===== src/rtl/wtc_7seg_pkg.sv =====
// Shared 7-segment definitions: glyph encodings, segment bit positions and the
// pattern-to-digit decoder used by the receive-side monitor.
package wtc_7seg_pkg;

   localparam logic [6:0] SEG_GLYPH_0 = 7'h7E;
   localparam logic [6:0] SEG_GLYPH_1 = 7'h30;
   localparam logic [6:0] SEG_GLYPH_2 = 7'h6D;
   localparam logic [6:0] SEG_GLYPH_3 = 7'h79;
   localparam logic [6:0] SEG_GLYPH_4 = 7'h33;
   localparam logic [6:0] SEG_GLYPH_5 = 7'h5B;
   localparam logic [6:0] SEG_GLYPH_6 = 7'h5F;
   localparam logic [6:0] SEG_GLYPH_7 = 7'h70;
   localparam logic [6:0] SEG_GLYPH_8 = 7'h7F;
   localparam logic [6:0] SEG_GLYPH_9 = 7'h7B;
   localparam logic [6:0] SEG_GLYPH_A = 7'h77;
   localparam logic [6:0] SEG_GLYPH_B = 7'h1F;
   localparam logic [6:0] SEG_GLYPH_C = 7'h4E;
   localparam logic [6:0] SEG_GLYPH_D = 7'h3D;
   localparam logic [6:0] SEG_GLYPH_E = 7'h4F;
   localparam logic [6:0] SEG_GLYPH_F = 7'h47;

   localparam int SEG_A = 6;
   localparam int SEG_B = 5;
   localparam int SEG_C = 4;
   localparam int SEG_D = 3;
   localparam int SEG_E = 2;
   localparam int SEG_F = 1;
   localparam int SEG_G = 0;

   typedef struct packed {
      logic       known;
      logic [3:0] digit;
   } seg_decode_t;

   function automatic seg_decode_t seg_decode(input logic [6:0] pattern);
      seg_decode_t res;
      res = {1'b0, 4'h0};
      case (pattern)
         SEG_GLYPH_0: res = {1'b1, 4'h0};
         SEG_GLYPH_1: res = {1'b1, 4'h1};
         SEG_GLYPH_2: res = {1'b1, 4'h2};
         SEG_GLYPH_3: res = {1'b1, 4'h3};
         SEG_GLYPH_4: res = {1'b1, 4'h4};
         SEG_GLYPH_5: res = {1'b1, 4'h5};
         SEG_GLYPH_6: res = {1'b1, 4'h6};
         SEG_GLYPH_7: res = {1'b1, 4'h7};
         SEG_GLYPH_8: res = {1'b1, 4'h8};
         SEG_GLYPH_9: res = {1'b1, 4'h9};
         SEG_GLYPH_A: res = {1'b1, 4'hA};
         SEG_GLYPH_B: res = {1'b1, 4'hB};
         SEG_GLYPH_C: res = {1'b1, 4'hC};
         SEG_GLYPH_D: res = {1'b1, 4'hD};
         SEG_GLYPH_E: res = {1'b1, 4'hE};
         SEG_GLYPH_F: res = {1'b1, 4'hF};
         default:     res = {1'b0, 4'h0};
      endcase
      return res;
   endfunction

endpackage


===== src/rtl/wtc_sync2.sv =====
// Two-flop synchronizer for asynchronous level inputs; resets to all-zero.
module wtc_sync2 #(
   parameter int WIDTH = 1
) (
   input  logic             i_Clk,
   input  logic             i_Rst_L,
   input  logic [WIDTH-1:0] d,
   output logic [WIDTH-1:0] q
);

   logic [WIDTH-1:0] s1_r;

   // Two-stage capture of the asynchronous inputs
   always_ff @(posedge i_Clk or negedge i_Rst_L) begin
      if (!i_Rst_L) begin
         s1_r <= '0;
         q    <= '0;
      end else begin
         s1_r <= d;
         q    <= s1_r;
      end
   end

endmodule


===== src/rtl/wtc_7seg_decode.sv =====
// Receive-side 7-segment monitor: synchronizes and debounces the segment lines,
// decodes accepted patterns to hex digits and measures the segment-A toggle period.
module wtc_7seg_decode
   import wtc_7seg_pkg::*;
#(
   parameter int STABLE_CYCLES = 16,
   parameter int PERIOD_W      = 32,
   parameter bit ACTIVE_LOW    = 1'b0
) (
   input  logic                i_Clk,
   input  logic                i_Rst_L,
   input  logic                i_Segment_A,
   input  logic                i_Segment_B,
   input  logic                i_Segment_C,
   input  logic                i_Segment_D,
   input  logic                i_Segment_E,
   input  logic                i_Segment_F,
   input  logic                i_Segment_G,
   output logic                o_Valid,
   output logic [6:0]          o_Pattern,
   output logic [3:0]          o_Binary_Num,
   output logic                o_Known,
   output logic                o_Blank,
   output logic [PERIOD_W-1:0] o_Toggle_Period,
   output logic                o_Period_Valid
);

   localparam int                   CNT_W     = $clog2(STABLE_CYCLES);
   localparam logic [CNT_W-1:0]     CNT_MAX   = CNT_W'(STABLE_CYCLES - 1);
   localparam logic [CNT_W-1:0]     CNT_ONE   = CNT_W'(1);
   localparam logic [PERIOD_W-1:0]  PCNT_MAX  = '1;
   localparam logic [PERIOD_W-1:0]  PCNT_ONE  = PERIOD_W'(1);

   logic [6:0]          seg_raw_s;
   logic [6:0]          seg_norm_s;
   logic [6:0]          seg_sync_s;
   logic [6:0]          cand_r;
   logic [CNT_W-1:0]    cnt_r;
   seg_decode_t         dec_s;
   logic                last_a_r;
   logic                seen_r;
   logic [PERIOD_W-1:0] pcnt_r;
   logic [PERIOD_W-1:0] pnext_s;

   // Gather segment lines into A-at-bit-6 order
   always_comb begin
      seg_raw_s        = 7'h00;
      seg_raw_s[SEG_A] = i_Segment_A;
      seg_raw_s[SEG_B] = i_Segment_B;
      seg_raw_s[SEG_C] = i_Segment_C;
      seg_raw_s[SEG_D] = i_Segment_D;
      seg_raw_s[SEG_E] = i_Segment_E;
      seg_raw_s[SEG_F] = i_Segment_F;
      seg_raw_s[SEG_G] = i_Segment_G;
   end

   // Normalising before the synchronizer makes its reset value mean "segment off"
   assign seg_norm_s = ACTIVE_LOW ? ~seg_raw_s : seg_raw_s;

   wtc_sync2 #(.WIDTH(7)) u_sync (
      .i_Clk   (i_Clk),
      .i_Rst_L (i_Rst_L),
      .d       (seg_norm_s),
      .q       (seg_sync_s)
   );

   // Glyph lookup for the current candidate
   always_comb begin
      dec_s = seg_decode(cand_r);
   end

   // Stability filter: accept a candidate once it has held for STABLE_CYCLES and differs from the last one
   always_ff @(posedge i_Clk or negedge i_Rst_L) begin
      if (!i_Rst_L) begin
         cand_r       <= 7'h00;
         cnt_r        <= '0;
         o_Valid      <= 1'b0;
         o_Pattern    <= 7'h00;
         o_Binary_Num <= 4'h0;
         o_Known      <= 1'b0;
         o_Blank      <= 1'b0;
      end else begin
         o_Valid <= 1'b0;
         if (seg_sync_s != cand_r) begin
            cand_r <= seg_sync_s;
            cnt_r  <= '0;
         end else if (cnt_r != CNT_MAX) begin
            cnt_r <= cnt_r + CNT_ONE;
         end else if (cand_r != o_Pattern) begin
            o_Valid      <= 1'b1;
            o_Pattern    <= cand_r;
            o_Binary_Num <= dec_s.digit;
            o_Known      <= dec_s.known;
            o_Blank      <= (cand_r == 7'h00);
         end
      end
   end

   // Saturating period + 1 reported on a toggle
   assign pnext_s = (pcnt_r == PCNT_MAX) ? pcnt_r : (pcnt_r + PCNT_ONE);

   // Segment-A period meter on the raw synchronized line; the first toggle only arms it
   always_ff @(posedge i_Clk or negedge i_Rst_L) begin
      if (!i_Rst_L) begin
         last_a_r        <= 1'b0;
         seen_r          <= 1'b0;
         pcnt_r          <= '0;
         o_Toggle_Period <= '0;
         o_Period_Valid  <= 1'b0;
      end else begin
         o_Period_Valid <= 1'b0;
         if (seg_sync_s[SEG_A] != last_a_r) begin
            last_a_r <= seg_sync_s[SEG_A];
            seen_r   <= 1'b1;
            pcnt_r   <= '0;
            if (seen_r) begin
               o_Toggle_Period <= pnext_s;
               o_Period_Valid  <= 1'b1;
            end
         end else if (pcnt_r != PCNT_MAX) begin
            pcnt_r <= pcnt_r + PCNT_ONE;
         end
      end
   end

endmodule

===== config.mk =====
export PLATFORM = sky130hd
export DESIGN_NAME = wtc_7seg_decode
export DESIGN_NICKNAME = d
export VERILOG_FILES = /design/src/rtl/wtc_7seg_pkg.sv /design/src/rtl/wtc_sync2.sv /design/src/rtl/wtc_7seg_decode.sv
export SDC_FILE = /design/constraint.sdc
export NUM_CORES = 1
export LEC_CHECK = 0
export ABC_AREA = 1
export ABC_CLOCK_PERIOD_IN_PS = 5200
export CORE_MARGIN = 4
export CORE_UTILIZATION = 35
export DETAILED_ROUTE_END_ITERATION = 8
export GPL_TIMING_DRIVEN = 0
export PLACE_DENSITY = 0.58
export SYNTH_ARGS = -nofsm -noshare
export SYNTH_HDL_FRONTEND = slang
export SYNTH_HIERARCHICAL = 1
export SYNTH_SLANG_ARGS = --single-unit

===== constraint.sdc =====
create_clock -name i_Clk -period 5.2 [get_ports i_Clk]
set_input_delay 1.04 -clock i_Clk [delete_from_list [all_inputs] [get_ports i_Clk]]
set_output_delay 1.04 -clock i_Clk [all_outputs]
set_load 0.01 [all_outputs]

==> results of run 1 <==
==> per-stage QoR <==
step	instance area, µm²	utilization (%)	cells	worst slack (ns)
floorplan	5259	-	696	3.515
global placement	6040	41.24	935	-0.9995
detailed placement	6065	41.41	936	2.981
CTS	6414	43.80	952	2.785
global route	6414	43.80	952	2.734
finish	6414	43.80	952	2.815
==> worst paths after layout <==
kind | depth (start not counted) | slack, ns | to
setup / recovery | 1 | 2.82 | o_Pattern[3]
hold / removal | 0 | 0.35 | u_sync/q[4]
setup reg to reg | 11 | 2.97 | o_Toggle_Period[0]
hold reg to reg | 0 | 0.35 | u_sync/q[4]
max in group asynchronous | 2 | 3.79 | pcnt_r[28]
min in group asynchronous | 1 | 0.70 | o_Valid
==> power breakdown <==
| group | internal (µW) | total (µW) | switching, µW |
|---|---|---|---|
| registers | 845 | 860 | 15.1 |
| logic | 50.8 | 142 | 90.8 |
| clock network | 476 | 811 | 335 |
==> layout make-up <==
class,instances,share of cell area [%]
multi-input combinational,505,35.12
sequential,106,41.36
buffer,29,2.243
timing repair buffer,56,8.974
clock buffer,9,3.512
inverter,56,3.277
tap,184,3.590
clock inverter,7,1.931
==> kinds of logic after synthesis <==
group	Yosys count	synth area share, %
flip-flops	106	50.44
AO/OA/AOI/OAI	34	3.640
AND/OR/NAND/NOR	449	35.24
XOR/XNOR	20	3.474
adder cells (fa/ha/maj)	2	0.4758
buffers and inverters	85	6.733
==> layer usage <==
metal  global-route usage [%]  vias to the layer above
li1                         -                     2282
met1                    21.24                     2079
met4                    8.953                        0
met5                        0                        -
met3                    3.049                       28
met2                    28.52                       92
==> flip-flops by register name, summed over array words and instances (netlist names) <==
signal / cells
o_Known: 1
pcnt_r: 32
o_Valid: 1
o_Binary_Num: 4
seen_r: 1
o_Blank: 1
u_sync/s1_r: 7
o_Pattern: 7
o_Period_Valid: 1
o_Toggle_Period: 32
last_a_r: 1
u_sync/q: 7
cnt_r: 4
cand_r: 7
==> placed cells by master, fill, tap and decap left out, drive strengths merged <==
cell type      netlist  final
a31oi                8      8
o21ai               15     15
and3                 1      1
nand4                1      1
bufinv               0      3
dfrtp              106    106
nand3b               2      2
clkinvlp             0      1
o21a                 2      2
and2                15     15
clkbuf              14     23
nand3               56     56
nand2              277    277
nor4                 1      1
a21oi                9      9
nor3                 1      1
clkdlybuf4s50        0     54
xor2                 6      6
ha                   2      2
xnor2               14     14
buf                 15     17
inv                 55     58
nor2                95     95
clkinv               1      1
==> flow_metrics.env, run 1 <==
export IMPL_p_per_area_nw_per_um2=282.7
export IMPL_grt_overflow=0
export IMPL_slowest_delay_ns=0.56
export IMPL_die_area_um2=17050
export IMPL_status="finished, final reports clean"
export IMPL_grt_max_degree=57
export IMPL_clockBufferDepth=2
export IMPL_critPathArrivalTime_ns=1.34
export IMPL_dr_wl_met2_um=6433
export IMPL_grt_usage_pct=17.12
export IMPL_firstDrtPassIters=4
export IMPL_grt_pass1_wl_um=22700
export IMPL_gp_congestion=0.8922
export IMPL_clk_latency_ns=0.37
export IMPL_grt_pass1_vias=4648
export IMPL_io_buffers=55
export IMPL_path_class="register to output pin"
export IMPL_ctsHoldBuffers=0
export IMPL_wl_met3_um=473
export IMPL_die_y_um=130.6
export IMPL_synth_nets=707
export IMPL_cts_tree="built"
export IMPL_drt_iter0_markers=188
export IMPL_required_ns=4.16
export IMPL_vias=4481
export IMPL_ys_flop_type="dfrtp_1"
export IMPL_ys_seq_area_share_pct=50.44
export IMPL_postSynthAreaPerCell_um2=7.556
export IMPL_end_kind="output pin"
export IMPL_worstPathCellList="clkdlybuf4s50_1"
export IMPL_yosysUniqueCellTypes=32
export IMPL_start_util_pct=35.91
export IMPL_p_leak_uw=0.003065
export IMPL_syn_instance_count=696
export IMPL_skew_ns=0.01253
export IMPL_setup_violations_final=0
export IMPL_antenna_cells=0
export IMPL_htreeDepth=3
export IMPL_antenna_found_initial=0
export IMPL_startpoint="o_Pattern[3]"
export IMPL_synth_area_top_cells="dfrtp_1 50%, nand2_1 20%, nor2_1 6.5%"
export IMPL_seqCellArea_um2=2653
export IMPL_synth_top_area_share_pct=50.44
export IMPL_cp_slowest_cell="clkdlybuf4s50_1"
export IMPL_yosysWarnings=6
export IMPL_die_w_um=130.6
export IMPL_cts_resized=0
export IMPL_startpoint_type="register"
export IMPL_crit_fanout=4
export IMPL_clkSinkCount=106
export IMPL_rows=44
export IMPL_routed_wirelength_um=13230
export IMPL_slew_headroom_pct=54.44
export IMPL_whs_ns=0.3532
export IMPL_fin_crit_ns=2.385
export IMPL_top_layer="met4"
export IMPL_cp_num_buf_inv=1
export IMPL_core_region_area_um2=14640
export IMPL_cp_top_family="buffers and inverters"
export IMPL_min_path_type="register to register"
export IMPL_drc=0
export IMPL_synth_seq_cells=106
export IMPL_nets=774
export IMPL_yosys_area_top_type="dfrtp_1"
export IMPL_via_per_inst=4.707
export IMPL_tightest_slew_ns=0.6834
export IMPL_min_delay_start="u_sync/s1_r[4]"
export IMPL_timing_hold_violations_final=0
export IMPL_ant_nets=0
export IMPL_slew_violations=0
export IMPL_cts_root_buf="clkbuf_16"
export IMPL_ioPinCount=56
export IMPL_cap_violations=0
export IMPL_finalCritPeriodShare_pct=45.86
export IMPL_multi_input_area_um2=2252
export IMPL_n_fill_cell=1508
export IMPL_syn_area_um2=5259
export IMPL_drive_gt1_share_pct=5.599
export IMPL_cts_made_buffers=9
export IMPL_place_hpwl_um=10140
export IMPL_syn_to_final_growth_pct=21.96
export IMPL_reg2reg_from="pcnt_r[0]"
export IMPL_drt_met1_wl_um=5868
export IMPL_rsz0062_at_grt="false"
export IMPL_cts_setup_buffers=0
export IMPL_peakVddDrop_mv=0.1437
export IMPL_setup_tns_ns=0
export IMPL_ys_async_sr_fraction_pct=100.0
export IMPL_wl_per_cell_um=13.90
export IMPL_max_freq_mhz=419.3
export IMPL_synth_most_common_cell="nand2_1"
export IMPL_synth_edf_count=0
export IMPL_total_power_uw=1813
export IMPL_clk_pin_slew_ns=0.07
export IMPL_synthTopCellsByCount="275 x nand2_1, 106 x dfrtp_1, 91 x nor2_1"
No activity file was read; power rests on OpenSTA's default activity.
==> run 2: changes to the inputs <==
ABC_CLOCK_PERIOD_IN_PS = 2500   (was 5200)
clock period = 2.5 ns   (was 5.2 ns; I/O delays follow)
==> results of run 2 <==
The final DEF is identical to that of run 1. Status: finished, final reports clean.
Among the figures that moved: setup slack after placement 2.981 ns -> 0.2809 ns; clock-pin slew on the worst setup and hold paths 0.07 ns -> 0.08 ns; setup slack after layout 2.815 ns -> 0.2669 ns; hold slack 0.3532 ns -> 0.1581 ns; start point of the critical path o_Pattern[3] -> pcnt_r[0]; end point of the critical path o_Pattern[3] -> o_Toggle_Period[0]; register-to-register setup slack 2.97 ns -> 0.27 ns; total power 1813 µW -> 3771 µW; worst IR drop on VDD 0.1437 mV -> 0.2989 mV
==> run 3: changes to the inputs <==
CAP_MARGIN = 20   (was default)
SYNTH_HIERARCHICAL = default   (was 1)
==> run 3 against run 2 <==
Critical path depth unchanged. Synthesized area increased by 3.2%. Clock skew decreased by 0.0064 ns. First-iteration DRC count increased by 6.9%. Largest power group unchanged. Cell area increased by 1.9%. Flip-flop and latch count unchanged. Non-clock buffer count decreased by 1. Worst setup slack improved by 0.15 ns. Largest cell class unchanged. Via count decreased by 4.5%.
==> flow_metrics.env, run 3 <==
export IMPL_vias=4279
export IMPL_drc=0
export IMPL_timing_hold_violations_final=0
export IMPL_die_y_um=132.5
export IMPL_die_w_um=132.5
export IMPL_grt_max_degree=70
export IMPL_end_kind="register"
export IMPL_routed_wirelength_um=12280
export IMPL_ioPinCount=56
export IMPL_clkSinkCount=106
export IMPL_setup_tns_ns=0
export IMPL_yosysWarnings=0
export IMPL_max_freq_mhz=479.3
export IMPL_cts_made_buffers=9
export IMPL_top_layer="met4"
export IMPL_dr_wl_met2_um=5719
export IMPL_antenna_found_initial=0
export IMPL_final_common_cell="nand2_1"
export IMPL_r2r_slack_ns=0.41
export IMPL_total_power_uw=3488
export IMPL_synth_seq_cells=106
export IMPL_clockBufferDepth=2
export IMPL_syn_to_final_growth_pct=20.40
export IMPL_ys_flop_type="dfrtp_1"
export IMPL_p_leak_uw=0.003176
export IMPL_syn_area_um2=5429
export IMPL_placed_area_um2=6240
export IMPL_grt_usage_pct=14.62
export IMPL_antenna_cells=0
export IMPL_postSynthAreaPerCell_um2=7.668
export IMPL_wl_met3_um=396
export IMPL_clk_pin_slew_ns=0.07
export IMPL_place_ws_ns=0.4079
export IMPL_startpoint="pcnt_r[0]"
export IMPL_status="finished, final reports clean"
export IMPL_start_util_pct=35.71
export IMPL_fin_ws_ns=0.4135
export IMPL_drt_met1_wl_um=5998
export IMPL_die_area_um2=17570
export IMPL_crit_fanout=10
export IMPL_grt_overflow=0
export IMPL_htreeDepth=3
export IMPL_ys_async_sr_fraction_pct=100.0
export IMPL_drive_gt1_share_pct=9.615
export IMPL_tightest_slew_ns=0.5153
export IMPL_skew_ns=0.006088
export IMPL_drt_iter0_markers=201
export IMPL_reg_top3="o_Toggle_Period (32), pcnt_r (32)"
export IMPL_slew_headroom_pct=65.65
export IMPL_critPathArrivalTime_ns=2.33
export IMPL_cts_resized=0
export IMPL_wl_per_cell_um=12.69
export IMPL_cts_root_buf="clkbuf_16"
export IMPL_rows=45
export IMPL_reg2reg_from="pcnt_r[0]"
export IMPL_peakVddDrop_mv=0.3273
export IMPL_yosys_area_top_type="dfrtp_1"
export IMPL_cts_setup_buffers=0
export IMPL_cap_violations=0
export IMPL_grt_pass1_wl_um=20830
export IMPL_fin_area_um2=6536
export IMPL_synthTopCellsByCount="283 x nand2_1, 106 x dfrtp_1, 102 x nor2_1"
export IMPL_finalCritPeriodShare_pct=83.46
export IMPL_path_class="register to register"
export IMPL_rsz0062_at_grt="false"
export IMPL_synth_top_area_share_pct=48.86
export IMPL_gp_congestion=0.8891
export IMPL_nets=786
export IMPL_syn_instance_count=708
export IMPL_ys_seq_area_share_pct=48.86
export IMPL_grt_pass1_vias=4257
export IMPL_place_hpwl_um=9453
export IMPL_whs_ns=0.1104
export IMPL_firstDrtPassIters=4
export IMPL_synth_nets=719
export IMPL_cts_tree="built"
export IMPL_required_ns=2.75
export IMPL_synth_edf_count=0
export IMPL_ant_nets=0
export IMPL_core_region_area_um2=15200
export IMPL_startpoint_type="register"
export IMPL_min_path_type="primary input to asynchronous set/reset pin"
export IMPL_p_per_area_nw_per_um2=533.7
export IMPL_synth_area_top_cells="dfrtp_1 49%, nand2_1 20%, nor2_1 7.1%"
export IMPL_setup_violations_final=0
export IMPL_mostFrequentLayoutCells="283 x nand2_1, 106 x dfrtp_1, 102 x nor2_1"
export IMPL_slew_violations=0
export IMPL_ctsHoldBuffers=0
export IMPL_io_buffers=55
export IMPL_clk_latency_ns=0.35
export IMPL_via_per_inst=4.420
export IMPL_fin_crit_ns=2.086
export IMPL_synth_most_common_cell="nand2_1"
export IMPL_yosysUniqueCellTypes=35
[run 3: per-stage QoR]
step | util, % | std cells
2_1_floorplan | - | 708
3_3_place_gp | 40.88 | 951
3_5_place_dp | 41.05 | 952
4_1_cts | 43.00 | 968
5_1_grt | 43.00 | 968
6_report | 43.00 | 968
[run 3: report_power, final]
part,switching [µW],internal [µW],total [µW]
clock,633,784,1420
sequential,30.7,1750,1780
combinational,180,106,286
[run 3: path summary, 6_finish.rpt]
path,to,cells after the start
worst max-delay path,o_Toggle_Period[1],11
worst min-delay path,o_Toggle_Period[9],1
worst max register to register,o_Toggle_Period[1],11
worst min register to register,u_sync.q[3],0
max in group asynchronous,o_Binary_Num[0],2
min in group i_Clk,u_sync.q[3],0
[run 3: cell families (layout without fill, tap and decap cells)]
logic type	count (synthesis)	count (layout)	synth area share, %
and+or+nand+nor	473	473	37.75
buffers and inverters	84	156	7.352
AOI/OAI and AO/OA	27	27	2.858
xor gates and xnor gates	16	16	2.719
DFF	106	106	48.86
adders and majority gates	2	2	0.4609
[run 3: final cells by class]
type	count	area, µm²
clock inverter	5	63.81
tap	188	235.2
fill	1540	8666
buffer	28	187.7
inverter	56	211.5
timing repair buffer	56	575.6
multi-input combinational	518	2377
clock buffer	11	232.7
sequential	106	2653
[run 3: per-layer routing]
layer,up-vias,GRT usage [%]
met5,-,0
met4,0,4.330
met3,13,3.232
met2,55,23.94
met1,1904,19.51
li1,2307,-
[run 3: worst max-delay path, cell delays in order, from the launching register on]
cell and delay (ns):
dfrtp_1 0.50, ha_1 0.40, inv_2 0.08, nor2_4 0.20, nand2_4 0.10, nor2_4 0.19
nand2_4 0.10, buf_6 0.18, nand2_2 0.07, nand2_1 0.05, nand2_1 0.05, nand2_1 0.05
